**config.mk**
```make
export PLATFORM = sky130hd
export DESIGN_NAME = pipelined_cla_subtractor_flat
export DESIGN_NICKNAME = d
export VERILOG_FILES = /design/src/rtl/pipelined_cla_subtractor_if.sv /design/src/rtl/pipelined_cla_subtractor.sv /design/src/flat_wrapper.sv
export SDC_FILE = /design/constraint.sdc
export NUM_CORES = 1
export LEC_CHECK = 0
export CAP_MARGIN = 15
export CORE_MARGIN = 2
export CORE_UTILIZATION = 30
export DETAILED_ROUTE_END_ITERATION = 10
export GPL_TIMING_DRIVEN = 0
export HOLD_SLACK_MARGIN = 0.06
export PLACE_DENSITY_LB_ADDON = 0.25
export SETUP_SLACK_MARGIN = 0.5
export SLEW_MARGIN = 15
export SYNTH_ARGS = -nofsm -noshare
export SYNTH_HDL_FRONTEND = slang
export SYNTH_SLANG_ARGS = --single-unit
```
**constraint.sdc**
```tcl
create_clock -name clk -period 3.7 [get_ports clk]
set_clock_uncertainty 0.1 [all_clocks]
set_input_delay 0.555 -clock clk [delete_from_list [all_inputs] [get_ports clk]]
set_output_delay 0.555 -clock clk [all_outputs]
set_load 0.01 [all_outputs]
```
**src/rtl/pipelined_cla_subtractor_if.sv**
```systemverilog
// Stream bundle for the pipelined subtractor: one operand channel, one result channel.
// A beat moves on a channel only in a cycle where both its valid and its ready are high.
// The producer holds valid and its payload steady until that cycle. Ready may depend on
// the state of the receiver but never on valid from the same channel.
interface pipelined_cla_subtractor_if;
  logic        in_valid;
  logic        in_ready;
  logic [15:0] in_a;
  logic [15:0] in_b;
  logic        in_bin;
  logic        out_valid;
  logic        out_ready;
  logic [15:0] out_d;
  logic        out_bout;
  logic        out_ovf;

  modport master (
    output in_valid, in_a, in_b, in_bin, out_ready,
    input  in_ready, out_valid, out_d, out_bout, out_ovf
  );

  modport slave (
    input  in_valid, in_a, in_b, in_bin, out_ready,
    output in_ready, out_valid, out_d, out_bout, out_ovf
  );
endinterface

```
**src/rtl/pipelined_cla_subtractor.sv**
```systemverilog
// Two-stage 16-bit subtractor D = A - B - bin, computed as A + ~B + ~bin with two 8-bit
// carry-lookahead slices; the low-slice carry is the only signal that crosses the stage register.
module pipelined_cla_subtractor (
  input  logic                        clk,
  input  logic                        rst_n,
  pipelined_cla_subtractor_if.slave   bus
);

  // Returns {carry_out, sum}; each carry uses group generate/propagate over the lower bits.
  function automatic logic [8:0] cla8(input logic [7:0] x, input logic [7:0] y, input logic cin);
    logic [7:0] g;
    logic [7:0] p;
    logic [8:0] c;
    logic       gg;
    logic       pp;
    g    = x & y;
    p    = x ^ y;
    c    = '0;
    c[0] = cin;
    for (int i = 1; i <= 8; i++) begin
      gg = 1'b0;
      pp = 1'b1;
      for (int j = 0; j < i; j++) begin
        gg = g[j] | (p[j] & gg);
        pp = pp & p[j];
      end
      c[i] = gg | (pp & cin);
    end
    return {c[8], p ^ c[7:0]};
  endfunction

  logic       s1_v_q, s1_v_d;
  logic [7:0] s1_lo_q, s1_lo_d;
  logic       s1_c8_q, s1_c8_d;
  logic [7:0] s1_ahi_q, s1_ahi_d;
  logic [7:0] s1_bnhi_q, s1_bnhi_d;

  logic        s2_v_q, s2_v_d;
  logic [15:0] s2_diff_q, s2_diff_d;
  logic        s2_bout_q, s2_bout_d;
  logic        s2_ovf_q, s2_ovf_d;

  logic       s2_adv;
  logic       in_xfer;
  logic       out_xfer;
  logic [8:0] lo_sum;
  logic [8:0] hi_sum;
  logic       c15;

  assign lo_sum = cla8(bus.in_a[7:0], ~bus.in_b[7:0], ~bus.in_bin);
  assign hi_sum = cla8(s1_ahi_q, s1_bnhi_q, s1_c8_q);
  // Carry into bit 15 recovered from the bit-15 sum and its two operand bits.
  assign c15    = s1_ahi_q[7] ^ s1_bnhi_q[7] ^ hi_sum[7];

  assign s2_adv       = s1_v_q & (~s2_v_q | bus.out_ready);
  assign bus.in_ready = rst_n & (~s1_v_q | s2_adv);
  assign in_xfer      = bus.in_valid & bus.in_ready;
  assign out_xfer     = s2_v_q & bus.out_ready;

  always_comb begin
    s1_v_d    = s1_v_q;
    s1_lo_d   = s1_lo_q;
    s1_c8_d   = s1_c8_q;
    s1_ahi_d  = s1_ahi_q;
    s1_bnhi_d = s1_bnhi_q;
    if (in_xfer) begin
      s1_v_d    = 1'b1;
      s1_lo_d   = lo_sum[7:0];
      s1_c8_d   = lo_sum[8];
      s1_ahi_d  = bus.in_a[15:8];
      s1_bnhi_d = ~bus.in_b[15:8];
    end else if (s2_adv) begin
      s1_v_d = 1'b0;
    end
  end

  always_comb begin
    s2_v_d    = s2_v_q;
    s2_diff_d = s2_diff_q;
    s2_bout_d = s2_bout_q;
    s2_ovf_d  = s2_ovf_q;
    if (s2_adv) begin
      s2_v_d    = 1'b1;
      s2_diff_d = {hi_sum[7:0], s1_lo_q};
      s2_bout_d = ~hi_sum[8];
      s2_ovf_d  = c15 ^ hi_sum[8];
    end else if (out_xfer) begin
      s2_v_d = 1'b0;
    end
  end

  always_ff @(posedge clk or negedge rst_n) begin
    if (!rst_n) begin
      s1_v_q    <= 1'b0;
      s1_lo_q   <= '0;
      s1_c8_q   <= 1'b0;
      s1_ahi_q  <= '0;
      s1_bnhi_q <= '0;
      s2_v_q    <= 1'b0;
      s2_diff_q <= '0;
      s2_bout_q <= 1'b0;
      s2_ovf_q  <= 1'b0;
    end else begin
      s1_v_q    <= s1_v_d;
      s1_lo_q   <= s1_lo_d;
      s1_c8_q   <= s1_c8_d;
      s1_ahi_q  <= s1_ahi_d;
      s1_bnhi_q <= s1_bnhi_d;
      s2_v_q    <= s2_v_d;
      s2_diff_q <= s2_diff_d;
      s2_bout_q <= s2_bout_d;
      s2_ovf_q  <= s2_ovf_d;
    end
  end

  assign bus.out_valid = s2_v_q;
  assign bus.out_d     = s2_diff_q;
  assign bus.out_bout  = s2_bout_q;
  assign bus.out_ovf   = s2_ovf_q;

endmodule

```
**src/flat_wrapper.sv**
```systemverilog
// flat-port wrapper written by rule: the top's interface ports become plain ports
module pipelined_cla_subtractor_flat 
  (clk, rst_n, bus_in_valid, bus_in_a, bus_in_b, bus_in_bin, bus_out_ready, bus_in_ready, bus_out_valid, bus_out_d, bus_out_bout, bus_out_ovf);
  pipelined_cla_subtractor_if bus_i ();
  input  logic clk;
  input  logic rst_n;
  input wire logic [$bits(bus_i.in_valid)-1:0] bus_in_valid;
  input wire logic [$bits(bus_i.in_a)-1:0] bus_in_a;
  input wire logic [$bits(bus_i.in_b)-1:0] bus_in_b;
  input wire logic [$bits(bus_i.in_bin)-1:0] bus_in_bin;
  input wire logic [$bits(bus_i.out_ready)-1:0] bus_out_ready;
  output wire logic [$bits(bus_i.in_ready)-1:0] bus_in_ready;
  output wire logic [$bits(bus_i.out_valid)-1:0] bus_out_valid;
  output wire logic [$bits(bus_i.out_d)-1:0] bus_out_d;
  output wire logic [$bits(bus_i.out_bout)-1:0] bus_out_bout;
  output wire logic [$bits(bus_i.out_ovf)-1:0] bus_out_ovf;
  assign bus_i.in_valid = bus_in_valid;
  assign bus_i.in_a = bus_in_a;
  assign bus_i.in_b = bus_in_b;
  assign bus_i.in_bin = bus_in_bin;
  assign bus_i.out_ready = bus_out_ready;
  assign bus_in_ready = bus_i.in_ready;
  assign bus_out_valid = bus_i.out_valid;
  assign bus_out_d = bus_i.out_d;
  assign bus_out_bout = bus_i.out_bout;
  assign bus_out_ovf = bus_i.out_ovf;
  pipelined_cla_subtractor u_core (.clk(clk), .rst_n(rst_n), .bus(bus_i));
endmodule
```
==> results.md <==
- Pleak: about 1.4 nW
- Post-layout min period: 2.79 ns
- Headroom to the max-slew limit: around 67%
- Post-route ant nets: 0
- Status: completed
- Iteration-0 DRC count of the detailed router: 42
- Site Rows: 31
- Die height: 90.9 um
- WL/cell: 12.9 um
- Setup CP Type: input port to primary output
- Fin Setup TNS: 0 ns
- Worst-Margin Slew: 0.488 ns
- Avg Cell Area, Syn: 11.3 sq um
- Area Overhead vs Synth: 36.3%
- Vias in the first global route: 1639
- Design area: 3080 sq um
- Hold Crit Class: register to register
- Longest Clk Path Bufs: 2
- Period utilisation layout: 75.3%
- CP endpoint kind: primary output
- Max FO, Critical Path: 14
- Seq/Total Area, Yosys: 49.8%
- Placed Cells: 357
- Yosys Warn Count: 0
- Num ports: 57
- Crit path DAT: 2.13 ns
- Crit-path cells: dlygate4sd3_1 > buf_2 > and2_1 > clkdlybuf4s50_1
- Delay-heaviest family, CP: buffers and inverters
- CTS tree: yes
- Final cell count without fillers: 366
- RSZ-0062 raised after global routing: no
- # nets final: 321
- Max-slew violations: 0
- Avg Vias per Cell: 4.55
- Initial antenna violation count: 0
- Post-CTS Setup Repair Bufs: 0
- GP Congestion: 0.777
- Clk slew on worst S/H paths: roughly 0.080 ns
- Final hold violations: 0
- Buf+Inv Stages, Crit Path: 3
- Share of cells above drive strength 1: 13.1%
- Clock Root Buffer: clkbuf_8
- First-pass GRT wire length: around 7.9 mm
- Crit start category: input port
- CP required: 3.04 ns
- Die area: 8260 sq um
- Syn Nets: 256
- Total gr overflow: 0
- ANT cells: 0
- PD cells: 547 nW/um^2
- Cells after Synth: 201
- Core ar.: 7290 sq um
- Setup-failing EPs final: 0
- Distinct cells, synth: 37
- Via count: roughly 1700
- Critical-path top delay cell: clkdlybuf4s50_1
- Buffers on Ports: 56
- Total power: 1.69 mW
- Hpwl dp: 3.63 mm
- Max IR drop VDD: between 0.15 and 0.2 mV
- Die Width: 90.9 um
- Peak Freq: 359 MHz
- Syn Std Cell Area: 2260 sq um
- Post-DP Area: 2960 sq um
- Slowest stage delay, CP: 0.53 ns
- CTS sink count: 45
- #FFs+latches synth: 45
- Drt drc: 0
- Largest net degree at the start of global routing: 34
- Total GRT Usage: 12.0%
- Max_cap viols: 0
- Pre-antenna DRT Iters: 4
- Initial Util: between 30% and 40%
- Clk_lat worst skew: 0.30 ns
- Htree depth: 2
- Final WL: 4.74 mm
- Num CTS Buffers: 5
==> stage by stage <==
step | worst slack (ns) | hold slack (ns) | utilization [%]
5_1_grt | 0.824 | 0.407 | 42.3
3_3_place_gp | -0.412 | 0.359 | 40.4
3_5_place_dp | 0.795 | 0.369 | 40.6
4_1_cts | 0.872 | 0.387 | 42.3
6_report | 0.913 | 0.382 | 42.3
2_1_floorplan | 1.33 | 0.159 | -
==> cells in the final DEF (no fill, tap or decap), types with 2 or more instances in the layout <==
cell type         n
mux2_2           19
inv_1            10
fa_1              2
xnor2_1           5
nand2_1          27
o31ai_1           4
o31a_1            2
xor2_1            7
buf_2             2
clkbuf_1          6
ha_1             16
o21ai_0          22
nor3_1            2
dfrtp_1          45
clkbuf_8          5
o21a_1            3
a21o_1            2
nor2_1            2
a21oi_1           4
nand2b_1          4
clkdlybuf4s50_1  55
or2_2             2
==> cell families (layout without fill, tap and decap cells) <==
family | Yosys count | count (layout) | share of synthesized area, %
adders and majority gates | 18 | 18 | 10.6
and+or+nand+nor | 43 | 43 | 9.07
muxes | 19 | 19 | 9.45
AOI/OAI and AO/OA | 48 | 48 | 13.8
xor gates and xnor gates | 12 | 12 | 4.64
buffers and inverters | 16 | 82 | 2.71
DFF | 45 | 45 | 49.8
==> metal layers <==
| metal | routed length (um) | up-vias | share of wire, % | global-route usage (%) |
|---|---|---|---|---|
| met5 | 0 | - | 0 | 0 |
| met1 | 2320 | 786 | 49 | 16.1 |
| met3 | 243 | 5 | 5.1 | 3.59 |
| met2 | 2110 | 42 | 45 | 18.7 |
| li1 | - | 834 | - | - |
| met4 | 62 | 0 | 1.3 | 3.79 |
==> layout make-up <==
class                      instances  area [sq um]
fill                             744          4210
multi-input combinational        140          1080
timing repair buffer              58           586
tap                               99           124
clock inverter                     2          38.8
inverter                          10          37.5
sequential                        45          1130
clock buffer                       6          72.6
buffer                             6          23.8
==> final timing paths <==
| path | startpoint | end | slack [ns] | depth (start not counted) |
|---|---|---|---|---|
| worst max-delay path | rst_n | bus_in_ready | 0.91 | 4 |
| worst min-delay path | u_core.bus.out_bout | u_core.bus.out_bout | 0.38 | 2 |
| worst max register to register | u_core.s1_bnhi_q[0] | u_core.bus.out_ovf | 1.46 | 6 |
| worst min register to register | u_core.bus.out_bout | u_core.bus.out_bout | 0.38 | 2 |
| max in group asynchronous | rst_n | u_core.s1_ahi_q[7] | 2.43 | 3 |
| min in group asynchronous | rst_n | u_core.bus.out_d[5] | 0.59 | 2 |
==> cell usage after synthesis (all sizes together) <==
cell | count | area [sq um]
a211oi | 1 | 7.51
a21boi | 1 | 7.51
a21o | 2 | 15.0
a21oi | 4 | 20.0
a221o | 1 | 11.3
and2 | 1 | 6.26
and2b | 1 | 8.76
and3 | 1 | 7.51
buf | 1 | 5.00
clkbuf | 5 | 18.8
dfrtp | 45 | 1130
fa | 2 | 40.0
ha | 16 | 200
inv | 10 | 37.5
mux2 | 19 | 214
nand2 | 27 | 101
nand2b | 4 | 25.0
nand3b | 1 | 7.51
nor2 | 2 | 7.51
nor3 | 2 | 10.0
nor3b | 1 | 7.51
o211a | 1 | 10.0
o211ai | 1 | 7.51
o21a | 3 | 22.5
o21ai | 22 | 110
o21bai | 1 | 7.51
o221a | 1 | 11.3
o22a | 1 | 8.76
o22ai | 1 | 6.26
o311a | 1 | 10.0
o31a | 2 | 17.5
o31ai | 4 | 30.0
o41ai | 1 | 8.76
or2 | 2 | 12.5
or4 | 1 | 11.3
xnor2 | 5 | 43.8
xor2 | 7 | 61.3
==> worst register-to-register path, delay by kind of cell, from the launching register on <==
family                   cells  cell delay [ns]
AO/OA/AOI/OAI                5             1.28
flip-flops                   1             0.42
adder cells (fa/ha/maj)      1             0.33
==> report_power, final <==
part / switching (mW) / internal (mW)
Combinational: 0.250 / 0.358
Clock: 0.170 / 0.203
Sequential: 0.0773 / 0.630
Total: 0.497 / 1.19
==> sequential cells by signal, summed over array words and instances, names as in the netlist <==
name and count:
u_core.bus.out_ovf 1, u_core.s1_c8_q 1, u_core.s1_lo_q 8, u_core.bus.out_bout 1, u_core.s1_ahi_q 8, u_core.bus.out_valid 1
u_core.s1_v_q 1, u_core.bus.out_d 16, u_core.s1_bnhi_q 8
==> timing repair <==
action,in CTS,in global routing
hold buffers,1,0
endpoints found under the hold margin,12,0
endpoints found under the setup margin,0,0
resized for setup,0,0
Power figures use the tool's default switching activity.
